$ cat src/rtl/beat_sequencer.sv
// Beat/timing sequencer: one-hot W[3:1] beats on falling T3, QD start with synchroniser, single-step.
// Optional live cycle counter on CYC_CNT when BEAT_SEQ_CYC_CNT_EN is defined (otherwise tied to zero).
module beat_sequencer #(
    parameter int SYNC_STAGES = 2
) (
    input  logic        T3,
    input  logic        CLR,
    input  logic        QD,
    input  logic        STEP,
    input  logic        SHORT,
    input  logic        LONG,
    input  logic        STOP,
    output logic [3:1]  W,
    output logic        RUN,
    output logic        CYC_END,
    output logic [15:0] CYC_CNT
);

    // State encoding doubles as the beat vector, so W comes straight from the state flops.
    typedef enum logic [2:0] {
        HALT = 3'b000,
        S_W1 = 3'b001,
        S_W2 = 3'b010,
        S_W3 = 3'b100
    } state_t;

    state_t                 state;
    logic [SYNC_STAGES-1:0] qd_sync;
    logic                   qd_prev;
    logic                   start;
    logic                   stop_pend;
    logic                   cyc_end;
    logic                   halt_req;

    assign start    = qd_sync[SYNC_STAGES-1] & ~qd_prev;
    assign halt_req = stop_pend | STOP | STEP;

    always_comb begin
        cyc_end = 1'b0;
        case (state)
            S_W1:    cyc_end = SHORT;
            S_W2:    cyc_end = ~LONG;
            S_W3:    cyc_end = 1'b1;
            default: cyc_end = 1'b0;
        endcase
    end

    always_ff @(negedge T3 or negedge CLR) begin
        if (!CLR) begin
            qd_sync <= '0;
            qd_prev <= 1'b0;
        end else begin
            qd_sync <= {qd_sync[SYNC_STAGES-2:0], QD};
            qd_prev <= qd_sync[SYNC_STAGES-1];
        end
    end

    // A start pulse is only honoured in HALT; one seen while running is simply dropped.
    always_ff @(negedge T3 or negedge CLR) begin
        if (!CLR) begin
            state     <= HALT;
            stop_pend <= 1'b0;
        end else if (state == HALT) begin
            if (start)
                state <= S_W1;
        end else if (cyc_end) begin
            state     <= halt_req ? HALT : S_W1;
            stop_pend <= 1'b0;
        end else begin
            state <= (state == S_W1) ? S_W2 : S_W3;
            if (STOP)
                stop_pend <= 1'b1;
        end
    end

`ifdef BEAT_SEQ_CYC_CNT_EN
    logic [15:0] cyc_cnt;

    always_ff @(negedge T3 or negedge CLR) begin
        if (!CLR)
            cyc_cnt <= 16'h0000;
        else if (cyc_end)
            cyc_cnt <= cyc_cnt + 16'h0001;
    end

    assign CYC_CNT = cyc_cnt;
`else
    assign CYC_CNT = 16'h0000;
`endif

    assign W       = state;
    assign RUN     = |state;
    assign CYC_END = cyc_end;

endmodule
$ cat config.mk
export PLATFORM = sky130hd
export DESIGN_NAME = beat_sequencer
export DESIGN_NICKNAME = d
export VERILOG_FILES = /design/src/rtl/beat_sequencer.sv
export SDC_FILE = /design/constraint.sdc
export NUM_CORES = 1
export LEC_CHECK = 0
export CAP_MARGIN = 20
export CORE_AREA = 2 2 39 41
export CTS_CLUSTER_SIZE = 8
export DETAILED_ROUTE_END_ITERATION = 12
export DIE_AREA = 0 0 41 43
export GPL_TIMING_DRIVEN = 0
export PLACE_DENSITY = 0.7
export SETUP_SLACK_MARGIN = 0.05
export SLEW_MARGIN = 20
export SYNTH_ARGS = -nofsm -noshare
export SYNTH_HDL_FRONTEND = slang
export SYNTH_SLANG_ARGS = --single-unit
$ cat constraint.sdc
create_clock -name T3 -period 1.7 [get_ports T3]
set_clock_uncertainty 0.1 [all_clocks]
set_input_delay 0.34 -clock T3 [delete_from_list [all_inputs] [get_ports T3]]
set_output_delay 0.34 -clock T3 [all_outputs]
set_load 0.005 [all_outputs]
== After elaboration in Yosys (flattened, before gate mapping) ==
Index checks and enable logic that the tools add are counted.

* Output and inout port bits: 21
* Input bits: 7
* Bits in registers: 7
* Logic and storage cells: 26
* Bits in read-only memories: 0
* Memory bits (writable): 0
* Memories: 0
* Latch bits: 0

* Bitwise gates (word level): 6
* Shift operators: 0
* Add/subtract/negate cells: 0
* Divide/modulo/power cells: 0
* Order comparisons: 0
* Mux-type cells: 8
* Reduce and logical (&&, ||, !) cells: 4
* Eq/ne operators: 4
* $mul: 0

{| class="wikitable"
|+ Operator list
! kind !! number
|-
| 3-bit two-way mux || 4
|-
| 3-bit by 1-bit == test with 1-bit output (second input constant) || 1
|-
| 3-bit by 2-bit == test with 1-bit output (second input constant) || 1
|-
| 3-bit == test (second input constant) || 1
|-
| 3-bit logical NOT || 1
|-
| 1-bit two-way mux || 3
|-
| 1-bit inverter || 3
|-
| 1-bit one-hot mux with 3 select lines || 1
|-
| 3-bit OR reduction || 1
|-
| 2-bit inequality test (second input constant) || 1
|-
| 1-bit OR || 2
|-
| 2-bit AND reduction || 1
|-
| 2-bit nonzero test || 1
|-
| 1-bit AND || 1
|}

== Depth between registers and ports, before layout ==
* Depth after elaboration: 5
* Mapped depth: 3
* Depth with buffers taken out: 3

==> summary.txt <==
Status
  – Outcome: finished with violations
  – Failing checks: setup timing

Hold path
  – Hold crit path type: register to register

Floorplan
  – Rows: 14
  – Starting density of the core: 0.282
  – Die ar.: 1760 µm²
  – Die Ht: 43 µm
  – Die X: 41 µm
  – Ports: 28
  – Total core area: 1380 µm²

Clock tree
  – # H-tree levels: 1
  – CTS tree: built
  – CTS clk-pin slew, worst paths: 0.04 ns
  – Num CTS Buffers: 3
  – Clock Latency Late Sink: 0.25 ns
  – Clk sink count: 7
  – Root Buffer: clkbuf_4
  – Clock Path Buffers: 2

Detailed routing
  – Initial drt markers: 0
  – Final wirelength: 907 µm
  – Final ANT Viol Nets: 0
  – WL per Instance: 9.55 µm
  – Via count: 351
  – Drt pass-1 iters: 1
  – Residual DRC count: 0
  – Vias/cell: 3.69

Synthesis
  – Post-synthesis mux area share: 0
  – Cells after Synth: 38
  – Post-synth top area share: 0.449
  – Synth Flop Type: dfrtn_1
  – Adder-cell share of the synthesized area: 0
  – Post-Syn Area: 390 µm²
  – Seq/Total Area, Yosys: 0.449
  – EDFF count, synth: 0
  – Post-synth ARST share: 1.00
  – Top cells by count, synth: buf_4, dfrtn_1, nor2_1
  – Main combinational cell family by area after synthesis: buffers and inverters
  – Count of cell types in the netlist: 13
  – Synth Warn #: 0
  – Mean Syn Cell Area: 10.3 µm²
  – Synth Area in Compound Gates: 0.0545
  – Post-synthesis simple-gate area fraction: 0.179
  – Yosys reg bits: 7
  – Synth Area in XOR/XNOR: 0
  – Top-count cell post-synth: buf_4
  – Dominant cells by area after synthesis: dfrtn_1, buf_4, nor2_1
  – Post-synth top area cell: dfrtn_1

Final layout
  – Fill count: 127
  – Share of layout cells above drive strength 1: 0.506
  – Total Nets Final: 87
  – Area grow syn2layout: 89.4%
  – Antenna Cells: 0

Setup path
  – Crit start category: register
  – Largest stage delay on the critical path: 0.40 ns
  – Critical Path End: CYC_END
  – WP data arrival: 2.18 ns
  – Reg2reg start: W[3]
  – Worst R2R Setup Slack: 0.21 ns
  – CP cell instances: buf_4, buf_6, a211o_1, buf_2
  – Reg2reg end: W[1]
  – Kind of critical path: register to output pin
  – CP endpoint kind: output pin
  – Worst EP required: 1.26 ns
  – CP max stage cell: dfrtn_1
  – Critical path fanouts, max: 4
  – Crit path launch: W[3]
  – R2R cell count: 5

Power and ir drop
  – Switching Fraction: 0.294
  – LEAKAGE: 0.000415 µW
  – Cell internal pwr: 569 µW
  – Worst vdd ir: 0.000520 V
  – Power Density: 1090 nW/µm²
  – Clock share of power: 0.175
  – Reg power frac: 0.293
  – Comb pwr share: 0.532
  – Switch Pwr: 237 µW

Timing
  – Final setup viols: 8
  – TNS Setup: -4.20 ns
  – Post-layout worst setup margin: -0.919 ns
  – RSZ-0062 raised after global routing: true
  – Final hold vios: 0
  – Max Slew Vio Count: 0

GRT
  – Initial antenna violation count: 0
  – Vias in the first global route: 284
  – GRT Total Usage: 0.102
  – First-pass GRT wire length: 1.16 mm
  – Pin count of the biggest net entering global routing: 8
  – GR Overflow Total: 0

Place
  – GPL Wtd Cong: 0.535
  – Dpl ws: -1.03 ns
  – Port bufs: 11

Job
  – Max-Cap Viols: 0
-- state kept, by name, indices dropped and copies added, names as in the netlist --
name	cells
W	3
qd_sync	2
stop_pend	1
qd_prev	1
-- layout make-up --
class | count | area [µm²] | share of cell area
Timing Repair Buffer | 22 | 216 | 0.293
Multi-Input combinational cell | 30 | 181 | 0.245
Sequential cell | 7 | 175 | 0.237
Buffer | 16 | 120 | 0.162
Clock buffer | 4 | 26.3 | 0.0355
Tap cell | 16 | 20.0 | 0.0271
-- logic make-up (layout without fill, tap and decap cells) --
kind of cell	count (synthesis)	count (layout)
DFF	7	7
and+or+nand+nor	11	11
AOI/OAI and AO/OA	3	3
other	1	16
buffers and inverters	16	42
-- placed cells by master, fill, tap and decap left out --
cell type,count
nor4bb_4,1
dfrtn_1,7
nor2_1,5
a21oi_1,1
nand2_1,1
clkbuf_1,1
clkbuf_2,1
clkbuf_4,3
conb_1,16
clkdlybuf4s50_1,4
nor4b_4,1
a211o_1,1
buf_6,11
nor3_1,1
a21o_1,1
buf_2,1
buf_4,20
dlymetal6s2s_1,1
or3_4,1
nor3b_2,1
-- stage by stage --
step	total power [µW]	std cells	hold slack [ns]	utilization	cell area, µm²
after floorplan	368	53	0.192	-	453
after global placement	481	80	0.195	0.421	583
after detailed placement	489	80	0.205	0.421	583
after CTS	751	94	0.204	0.505	698
after global routing	865	95	0.223	0.534	739
final	806	95	0.207	0.534	739
-- worst max-delay path, delay by kind of cell (launching register included) --
kind	cells	cell delay (ns)
buffers and inverters	3	0.41
flip-flops	1	0.40
AO/OA/AOI/OAI	1	0.26
-- routing by layer --
layer | up-vias | GRT usage | routed length (µm)
met3 | 0 | 0.0314 | 85
li1 | 176 | - | -
met1 | 158 | 0.0842 | 268
met4 | 0 | 0.0200 | 0
met2 | 17 | 0.206 | 552
met5 | - | 0 | 0
-- repair_timing --
| item | in CTS | in global routing |
|---|---|---|
| setup buffers | 10 | 2 |
| endpoints found under the hold margin | 0 | 0 |
| hold buffers | 0 | 0 |
| resized for setup | 27 | 11 |
| pin swaps | 1 | 2 |
| setup endpoints to repair | 9 | 8 |
-- power by group through the flow --
| stage | combinational [µW] | clock, µW | sequential [µW] |
|---|---|---|---|
| 3_3_place_gp | 241 | 0 | 240 |
| 6_report | 429 | 141 | 236 |
| 5_1_grt | 465 | 158 | 242 |
| 4_1_cts | 378 | 147 | 226 |
| 3_5_place_dp | 248 | 0 | 242 |
| 2_1_floorplan | 129 | 0 | 238 |
-- worst min-delay path by stage --
| stage | startpoint | end | slack (ns) | depth (start not counted) |
|---|---|---|---|---|
| after floorplan | qd_sync[0] | qd_sync[1] | 0.19 | 0 |
| after global placement | qd_sync[0] | qd_sync[1] | 0.20 | 0 |
| after detailed placement | qd_sync[0] | qd_sync[1] | 0.21 | 0 |
| after CTS | qd_sync[0] | qd_sync[1] | 0.20 | 0 |
| after global routing | qd_sync[0] | qd_sync[1] | 0.22 | 0 |
| final | qd_sync[0] | qd_sync[1] | 0.21 | 0 |
No activity file was read; power rests on OpenSTA's default activity.
